### src/rtl/gene_pkg.sv
// Shared base-code and ASCII constants for the gene line compressor/decompressor pair,
// plus the decompressor state encoding.
package gene_pkg;

    localparam logic [1:0] BASE_A = 2'b00;
    localparam logic [1:0] BASE_C = 2'b01;
    localparam logic [1:0] BASE_G = 2'b10;
    localparam logic [1:0] BASE_T = 2'b11;

    localparam logic [7:0] ASCII_A  = 8'h41;
    localparam logic [7:0] ASCII_C  = 8'h43;
    localparam logic [7:0] ASCII_G  = 8'h47;
    localparam logic [7:0] ASCII_T  = 8'h54;
    localparam logic [7:0] ASCII_LF = 8'h0A;

    typedef enum logic [1:0] {EMPTY, EMIT, NL} state_t;

endpackage

### src/rtl/base_code_to_ascii.sv
// Combinational map from a 2-bit base code to its ASCII character.
module base_code_to_ascii
    import gene_pkg::*;
(
    input  logic [1:0] code,
    output logic [7:0] ascii
);

    always_comb begin
        ascii = ASCII_A;
        unique case (code)
            BASE_A: ascii = ASCII_A;
            BASE_C: ascii = ASCII_C;
            BASE_G: ascii = ASCII_G;
            BASE_T: ascii = ASCII_T;
        endcase
    end

endmodule

### src/rtl/gene_line_decompress.sv
// Unpacks bytes of four 2-bit base codes into an ASCII stream with per-line end marking.
// Optional NEWLINE_INSERT_EN appends an LF beat after every LINE_LEN bases.
module gene_line_decompress
    import gene_pkg::*;
#(
    parameter int unsigned LINE_LEN = 100,
    parameter int unsigned CNT_W    = $clog2(LINE_LEN + 1)
) (
    input  logic       clk,
    input  logic       rst,
    input  logic       in_valid,
    output logic       in_ready,
    input  logic [7:0] in_data,
    output logic       out_valid,
    input  logic       out_ready,
    output logic [7:0] out_data,
    output logic       out_last
);

    state_t           state;
    logic [7:0]       byte_reg;
    logic [1:0]       idx;
    logic [CNT_W-1:0] cnt;
    logic [1:0]       lane;
    logic [7:0]       lane_ascii;
    logic             last_base;
    logic             line_end;
    logic             in_xfer;
`ifdef NEWLINE_INSERT_EN
    logic             pending;
`endif

    assign lane      = byte_reg[{idx, 1'b0} +: 2];
    assign last_base = (idx == 2'd3);
    assign line_end  = (cnt == CNT_W'(LINE_LEN - 1));
    assign out_valid = (state != EMPTY);
    assign in_xfer   = in_valid && in_ready;

    base_code_to_ascii u_map (
        .code  (lane),
        .ascii (lane_ascii)
    );

    // in_ready opens on the last base of a byte so the next byte lands with no bubble.
    always_comb begin
        in_ready = 1'b0;
        out_data = 8'h00;
        case (state)
            EMPTY: in_ready = 1'b1;
            EMIT: begin
                in_ready = last_base && out_ready;
                out_data = lane_ascii;
            end
            NL:      out_data = ASCII_LF;
            default: ;
        endcase
    end

`ifdef NEWLINE_INSERT_EN
    assign out_last = (state == NL);
`else
    assign out_last = (state == EMIT) && line_end;
`endif

    always_ff @(posedge clk) begin
        if (rst) begin
            state    <= EMPTY;
            byte_reg <= 8'h00;
            idx      <= 2'd0;
            cnt      <= '0;
`ifdef NEWLINE_INSERT_EN
            pending  <= 1'b0;
`endif
        end else begin
            case (state)
                EMPTY: begin
                    if (in_xfer) begin
                        byte_reg <= in_data;
                        idx      <= 2'd0;
                        state    <= EMIT;
                    end
                end
                EMIT: begin
                    if (out_ready) begin
`ifdef NEWLINE_INSERT_EN
                        cnt <= cnt + 1'b1;
`else
                        cnt <= line_end ? '0 : cnt + 1'b1;
`endif
                        if (!last_base) begin
                            idx <= idx + 2'd1;
                        end else begin
                            idx <= 2'd0;
                            if (in_xfer) byte_reg <= in_data;
`ifdef NEWLINE_INSERT_EN
                            // Line end always falls on a byte boundary; park any new byte.
                            if (line_end) begin
                                pending <= in_xfer;
                                state   <= NL;
                            end else if (!in_xfer) begin
                                state <= EMPTY;
                            end
`else
                            if (!in_xfer) state <= EMPTY;
`endif
                        end
                    end
                end
`ifdef NEWLINE_INSERT_EN
                NL: begin
                    if (out_ready) begin
                        cnt     <= '0;
                        pending <= 1'b0;
                        state   <= pending ? EMIT : EMPTY;
                    end
                end
`endif
                default: state <= EMPTY;
            endcase
        end
    end

endmodule

### config.mk
export PLATFORM = sky130hd
export DESIGN_NAME = gene_line_decompress
export DESIGN_NICKNAME = d
export VERILOG_FILES = /design/src/rtl/gene_pkg.sv /design/src/rtl/base_code_to_ascii.sv /design/src/rtl/gene_line_decompress.sv
export SDC_FILE = /design/constraint.sdc
export NUM_CORES = 1
export LEC_CHECK = 0
export ABC_AREA = 0
export BUFFER_PORTS_ARGS = -buffer_cell sky130_fd_sc_hd__buf_2
export CELL_PAD_IN_SITES_DETAIL_PLACEMENT = 1
export CELL_PAD_IN_SITES_GLOBAL_PLACEMENT = 1
export CORE_ASPECT_RATIO = 1.2
export CORE_MARGIN = 2
export CORE_UTILIZATION = 37
export CTS_CLUSTER_SIZE = 12
export DETAILED_ROUTE_END_ITERATION = 8
export PLACE_DENSITY = 0.8
export SKIP_LAST_GASP = 1
export SLEW_MARGIN = 20
export SYNTH_ARGS = -nofsm -noshare
export SYNTH_HDL_FRONTEND = slang
export SYNTH_SLANG_ARGS = --single-unit
### constraint.sdc
create_clock -name clk -period 2.01 [get_ports clk]
set_clock_uncertainty 0.05 [all_clocks]
set_input_delay 0.402 -clock clk [delete_from_list [all_inputs] [get_ports clk]]
set_output_delay 0.402 -clock clk [all_outputs]
set_load 0.1 [all_outputs]
Yosys cells after proc, flatten, opt, wreduce, memory -nomap -nowiden
Cells that the tools add are included.

Register bits after elaboration: 19. Input bits: 12. Output and inout port bits: 11. Word-level logic and storage cells: 46.

$add $sub $neg: 2. Eq/ne operators: 11. Shifts and indexed selects: 1. Multiplexer cells: 17. Reductions and logical operators: 11.

Operator list (count): case mux 8 bit (2 select lines) (2); case mux 8 bit (4 select lines) (1); two-way mux 8 bit (3); two-way mux 2 bit (7); equality test 2 bit (second input constant) (4); inequality test 2 bit (second input constant) (4); case mux 2 bit (2 select lines) (2); variable part select 8 x 4 -> 2 bit (1); adder 7 x 1 -> 7 bit (second input constant) (1); equality test 7 bit (second input constant) (1); two-way mux 7 bit (1); AND reduction 3 bit (2); equality test 2 x 1 -> 1 bit (second input constant) (2); logical NOT 2 bit (2); AND reduction 4 bit (1); nonzero test 2 bit (2); logical AND 1 bit (3); adder 2 x 1 -> 2 bit (second input constant) (1); case mux 1 bit (2 select lines) (1); AND reduction 2 bit (1).

Depth between registers and ports, before layout
Gate-level depths: netlist of run 1.

Word-level depth: 8. Mapped depth: 5. Depth with buffers taken out: 5.

Cells and area by module
Synthesis of run 1 repeated with hierarchy kept, for this count alone.

Cells, all modules: 123. Area total of the unflattened synthesis: 1052.3 um2.

By module, submodules not included: gene_line_decompress (times used 1, cells an instance 110, area an instance 959.7 um2, seq. area each 360.3 um2); base_code_to_ascii (times used 1, cells an instance 13, area an instance 92.6 um2, seq. area each 0.0 um2).

Least setup slack after synthesis of run 1
No wires, ideal clock.

Path type: register to output. Start: register state[0]. End: output port out_last. Arrival time: 3.430 ns. Required time: 1.558 ns. Path slack: -1.872 ns. Cell stages (with the launch flop): 4. Path buffers: 1. Path through: dfxtp_1 > buf_2 > inv_1 > nor3_1.

Word-level cells in the longest chain between the ends: 2.

RTL lines: start: declaration (RTL line gene_line_decompress.sv:20) `state_t state;`; start signal: assignment (RTL line gene_line_decompress.sv:67) `state <= EMPTY;`; start signal: assignment (RTL line gene_line_decompress.sv:80) `state <= EMIT;`; start signal: assignment (RTL line gene_line_decompress.sv:104) `if (!in_xfer) state <= EMPTY;`; equality test 2 x 1 -> 1 bit (RTL line gene_line_decompress.sv:62) `assign out_last = (state == EMIT) && line_end;`; logical AND 1 bit (RTL line gene_line_decompress.sv:62); end: declaration (RTL line gene_line_decompress.sv:17) `output logic out_last`.

No other way between the ends.

Worst setup path in the final report of run 1
Start: register idx[1]. End: output port out_data[4].

Word-level cells in the longest chain between the ends: 4.

RTL lines: start: declaration (RTL line gene_line_decompress.sv:22) `logic [1:0] idx;`; start signal: assignment (RTL line gene_line_decompress.sv:91) `idx <= idx + 2'd1;`; variable part select 8 x 4 -> 2 bit (*) (RTL line gene_line_decompress.sv:33) `assign lane = byte_reg[{idx, 1'b0} +: 2];`; equality test 2 bit (tied with other cells) (RTL line base_code_to_ascii.sv:11) `unique case (code)`; case mux 8 bit (4 select lines) (*) (RTL line base_code_to_ascii.sv:11); case mux 8 bit (2 select lines) (*) (RTL line gene_line_decompress.sv:48) `case (state)`; end: declaration (RTL line gene_line_decompress.sv:16) `output logic [7:0] out_data,`.

Mark *: on every way between the ends. The rest lies on a longest branch, timed or not. The select of a mux whose other input is x is not followed.

==> results.cfg, run 1 <==
[power_and_ir_drop]
peakVddDrop_v = 0.0003575
power_density_nw_per_um2 = 614.9
leakagePower_nw = 0.4766

[critical_path]
cp.arrival_ns = 1.86
crit_path_max_fanout = 3
crit_path_max_incr_delay_ns = 0.59
timing.rr.end = cnt[0]
r2r_cells = 4
crit_chain = mux4_2, ha_2, and2_2, buf_8
r2r-start = cnt[4]
critPathCaptureType = primary output
startpoint = idx[1]
required_ns = 1.56
path_class = reg2out
cp_slowest_cell = mux4_2
critical_path.startpoint_type = flip-flop
crit_end = out_data[4]
ff2ff_setup_slack_ns = 0.51

[route]
vias_per_cell = 5.378
vias = 882
drc_errors = 0
drt_iter0_drc = 9
ant_nets = 0
wl_per_cell_um = 15.27
dr.pass1.iters = 3
routed_wl_um = 2504

[sta]
setup-violations-final = 4
whs_ns = 0.2988
finalSetupTns_ns = -1.133
worst_slack_ns = -0.3025
final_max_slew_viol_count = 0
period_needed_ns = 2.312
fin_crit_sh_pct = 115.0
finalHoldViolCount = 0
rsz0062_at_grt = true
fmax_mhz = 432.4

[synthesis]
netlist_area_um2 = 932.1
ys_seq_area_share_pct = 38.66
yosysUniqueCellTypes = 32
ys_warn_count = 0
ys_ff_latch = 18
syn_inst = 111
avgSynthCellArea_um2 = 8.398

[final_layout]
final_common_cell = a21oi_1
final_area_um2 = 1262
fill_cells = 305
nNetsFinal = 151
syn_to_final_growth_pct = 35.44
insertedDiodeCount = 0
drive_above_1_share_pct = 39.10
largest_reg_flops = 8
mostFrequentLayoutCells = a21oi_1, dfxtp_1, buf_2

[place]
hpwl_um = 1920
preCtsSetupSlack_ns = -0.07887
port_buffers = 19
dpl-instance-area_um2 = 1185
place.gp.congestion = 0.7209

[die]
die_height_um = 58.99
rows = 19
dieArea_um2 = 2939
core-area_um2 = 2330
start_util_pct = 40.01
die_w_um = 49.82
ios = 23

[status]
status = finished, violations left
violations = negative setup slack

[grt]
grt_pass1_wl_um = 4402
grt_max_degree = 19
grt_overflow = 0
grt.total_usage_pct = 20.11
grt_antenna_before_repair = 0
grt_pass1_vias = 940

[clock_network]
clk_transition_reported_paths_ns = 0.10
clockBufferDepth = 2
clkLatencyLatePin_ns = 0.29
cts_buffers = 3
ctsHtreeMaxLevel = 1
cts-root-buf = clkbuf_4
cts_tree = yes
cts.sinks = 18

[hold_path]
hp-class = in2reg

[flow_run]
maxCapViolations = 0
==> synthesized netlist by cell type <==
| library cell | instances | share of area, % |
|---|---|---|
| a21boi_2 | 1 | 1.2 |
| a21oi_1 | 17 | 9.1 |
| a311oi_1 | 1 | 0.94 |
| a31oi_1 | 1 | 0.67 |
| and2_1 | 1 | 0.67 |
| and2_2 | 1 | 0.81 |
| and3_2 | 1 | 0.81 |
| buf_1 | 1 | 0.40 |
| buf_2 | 1 | 0.54 |
| buf_4 | 4 | 3.2 |
| clkbuf_1 | 2 | 0.81 |
| conb_1 | 1 | 0.40 |
| dfxtp_1 | 18 | 39 |
| ha_1 | 5 | 6.7 |
| inv_1 | 6 | 2.4 |
| inv_2 | 1 | 0.40 |
| mux4_2 | 2 | 4.8 |
| nand2_1 | 9 | 3.6 |
| nand2_2 | 1 | 0.67 |
| nand3_1 | 10 | 5.4 |
| nor2_1 | 5 | 2.0 |
| nor3_1 | 1 | 0.54 |
| nor3b_1 | 1 | 0.81 |
| o211ai_1 | 3 | 2.4 |
| o21ai_0 | 9 | 4.8 |
| o221ai_1 | 1 | 0.94 |
| o31a_2 | 1 | 1.1 |
| o31ai_1 | 1 | 0.81 |
| or3_1 | 1 | 0.67 |
| or4_1 | 2 | 1.6 |
| or4b_1 | 1 | 1.1 |
| xor2_1 | 1 | 0.94 |
==> how the worst min path moves through the flow <==
stage,start,end,cells after the start
floorplan,cnt[6],cnt[6],1
global placement,cnt[6],cnt[6],1
detailed placement,cnt[6],cnt[6],1
CTS,in_data[4],byte_reg[4],3
global route,in_data[4],byte_reg[4],3
finish,in_data[2],byte_reg[2],3
==> layer usage <==
layer / track usage [%] / vias to the layer above / part of all wire, %
li1: - / 436 / -
met1: 22.29 / 421 / 41
met2: 37.90 / 19 / 54
met3: 1.768 / 6 / 2.2
met4: 10.71 / 0 / 2.4
met5: 0 / - / 0
==> worst max-delay path, delay by kind of cell (launching register included) <==
family | cells | cell delay, ns
mux | 1 | 0.59
simple gates | 1 | 0.20
flops | 1 | 0.38
fa+ha+maj | 1 | 0.23
buf+inv | 1 | 0.17
==> power by group <==
part	leakage [nW]	switching, mW	internal (mW)
logic	0.312	0.144	0.0608
registers	0.150	0.0129	0.369
clock network	0.0150	0.113	0.0772
total	0.477	0.269	0.507
==> per-stage QoR <==
step	instances	power, mW	utilization, %
6_report	164	0.7762	54.19
5_1_grt	164	0.8128	54.19
4_1_cts	164	0.7816	54.03
3_5_place_dp	158	0.5922	50.86
3_3_place_gp	158	0.5822	50.86
2_1_floorplan	113	0.5370	-
==> kinds of logic after synthesis <==
group / count (synthesis) / synth area share (%)
other: 1 / 0.4023
AOI/OAI and AO/OA: 35 / 22.01
muxes: 2 / 4.832
DFF: 18 / 38.66
xor gates and xnor gates: 1 / 0.9398
buffers and inverters: 15 / 7.784
and+or+nand+nor: 34 / 18.66
adders and majority gates: 5 / 6.711
==> final cells by class <==
class | count | area [um^2] | area share, %
Multi-Input combinational cell | 80 | 578.1 | 45.79
Sequential cell | 18 | 371.6 | 29.44
Timing Repair Buffer | 24 | 221.5 | 17.54
Tap cell | 31 | 38.79 | 3.072
Clock buffer | 4 | 26.28 | 2.081
Inverter | 7 | 26.28 | 2.081
==> timing repair <==
item | in CTS | in global routing
endpoints found under the setup margin | 5 | 5
hold buffers | 0 | 0
setup buffers | 2 | 0
pin swaps | 5 | 0
gates resized for setup | 9 | 2
(Power assumes the default switching activity.)
==> inputs of run 2 (changes only) <==
==> constraint.sdc (replaced) <==
create_clock -name clk -period 2.01 [get_ports clk]
set_clock_uncertainty 0.05 [all_clocks]
set_input_delay 0.201 -clock clk [delete_from_list [all_inputs] [get_ports clk]]
set_output_delay 0.201 -clock clk [all_outputs]
set_load 0.1 [all_outputs]
==> run 2 against run 1 <==
The flow still finishes with violations (negative setup slack). Non-clock buffer count fell by 3. Critical path depth rose by 1. Clock power rose by 24%. First-iteration DRC count rose by 44%. Final area fell by 4.0%. Wire length fell by 2.0%. Total power rose by 4.5%. Critical endpoint is now out_data[2]. Largest power group unchanged.
==> results.cfg, run 2 (synthesized netlist as in run 1, its figures left out) <==
[power_and_ir_drop]
power_density_nw_per_um2 = 669.3
leakagePower_nw = 0.4604
peakVddDrop_v = 0.0004104

[place]
port_buffers = 19
dp_cells = 156
hpwl_um = 1720
place.gp.congestion = 0.7514

[critical_path]
critPathCaptureType = primary output
ff2ff_setup_slack_ns = 0.47
r2r_cells = 4
timing.rr.end = cnt[6]
r2r-start = cnt[0]
crit_end = out_data[2]
required_ns = 1.76
cp.arrival_ns = 1.84
startpoint = idx[1]
critical_path.startpoint_type = flip-flop
crit_path_max_fanout = 3
path_class = reg2out

[die]
dieArea_um2 = 2939
start_util_pct = 40.01
rows = 19
die_height_um = 58.99
core-area_um2 = 2330
ios = 23
die_w_um = 49.82

[clock_network]
ctsHtreeMaxLevel = 1
cts_tree = yes
cts.sinks = 18
cts-root-buf = clkbuf_4
clockBufferDepth = 2
cts_buffers = 3
clk_transition_reported_paths_ns = 0.11
hold_buffers = 0
clkLatencyLatePin_ns = 0.31

[sta]
worst_slack_ns = -0.07674
finalSetupTns_ns = -0.2647
fin_crit_sh_pct = 103.8
rsz0062_at_grt = true
final_max_slew_viol_count = 0
period_needed_ns = 2.087
whs_ns = 0.08170
setup-violations-final = 4
fmax_mhz = 479.2
finalHoldViolCount = 0

[route]
vias = 890
drt_iter0_drc = 13
ant_nets = 0
routed_wl_um = 2455
wl_per_cell_um = 15.25
drc_errors = 0
dr.pass1.iters = 4
vias_per_cell = 5.528

[final_layout]
syn_to_final_growth_pct = 30.07
insertedDiodeCount = 0
seq_area_um2 = 367.9
final_common_cell = a21oi_1
drive_above_1_share_pct = 33.85
multi_input_area_um2 = 566.8
largest_reg_flops = 8
nNetsFinal = 148
fin_cells = 161
mostFrequentLayoutCells = a21oi_1, dfxtp_1, buf_2
fill_cells = 287

[grt]
grt_max_degree = 19
grt.total_usage_pct = 19.26
grt_antenna_before_repair = 0
grt_pass1_wl_um = 4209
grt_overflow = 0
grt_pass1_vias = 883

[flow_run]
maxCapViolations = 0

[status]
violations = negative setup slack
status = finished, violations left

[hold_path]
hp-class = in2reg
## run 2: cell type report
class	count	area share [%]
multi-input combinational	80	46.75
sequential	18	30.34
timing repair buffer	21	14.55
tap	31	3.199
inverter	7	2.167
clock buffer	4	2.993
## run 2: per-stage QoR
stage | setup slack (ns) | power, mW | area, um^2 | utilization, %
4_1_cts | -0.08085 | 0.8148 | 1212 | 52.04
5_1_grt | -0.1373 | 0.8492 | 1212 | 52.04
3_5_place_dp | 0.1179 | 0.5762 | 1136 | 48.76
2_1_floorplan | 0.02967 | 0.5336 | 980.9 | -
3_3_place_gp | 0.1780 | 0.5705 | 1136 | 48.76
6_report | -0.07674 | 0.8114 | 1212 | 52.04
## run 2: worst max-delay path: stages, from the launching register on
cell	delay, ns
dfxtp_4	0.38
mux4_2	0.57
ha_2	0.23
nor2_4	0.13
nor2_4	0.04
buf_12	0.17
## run 2: worst min-delay path by stage
stage | from | endpoint | slack, ns | depth (start not counted)
CTS | in_data[1] | byte_reg[1] | 0.08 | 3
floorplan | in_data[0] | byte_reg[0] | 0.30 | 2
finish | in_data[3] | byte_reg[3] | 0.08 | 3
detailed placement | in_data[1] | byte_reg[1] | 0.42 | 3
global route | in_data[3] | byte_reg[3] | 0.08 | 3
global placement | in_data[7] | byte_reg[7] | 0.40 | 3
## run 2: repair_timing
| item | in CTS | in global routing |
|---|---|---|
| buffers inserted | 1 | 0 |
| gates resized for setup | 9 | 0 |
| endpoints found under the setup margin | 4 | 5 |
| pin swaps | 1 | 1 |
## run 2: metal layers
metal	part of all wire [%]	GRT usage [%]	wire length [um]	vias up
met5	0	0	0	-
met4	2.2	10.32	53	0
met3	3.7	2.778	91	7
met2	51	33.90	1260	25
met1	43	22.63	1050	426
li1	-	-	-	432
## run 2: report_power, final
part / switching, mW / leakage, nW / internal, mW
clock: 0.124 / 0.0210 / 0.111
sequential: 0.0132 / 0.148 / 0.369
combinational: 0.140 / 0.291 / 0.0545
total: 0.277 / 0.460 / 0.534
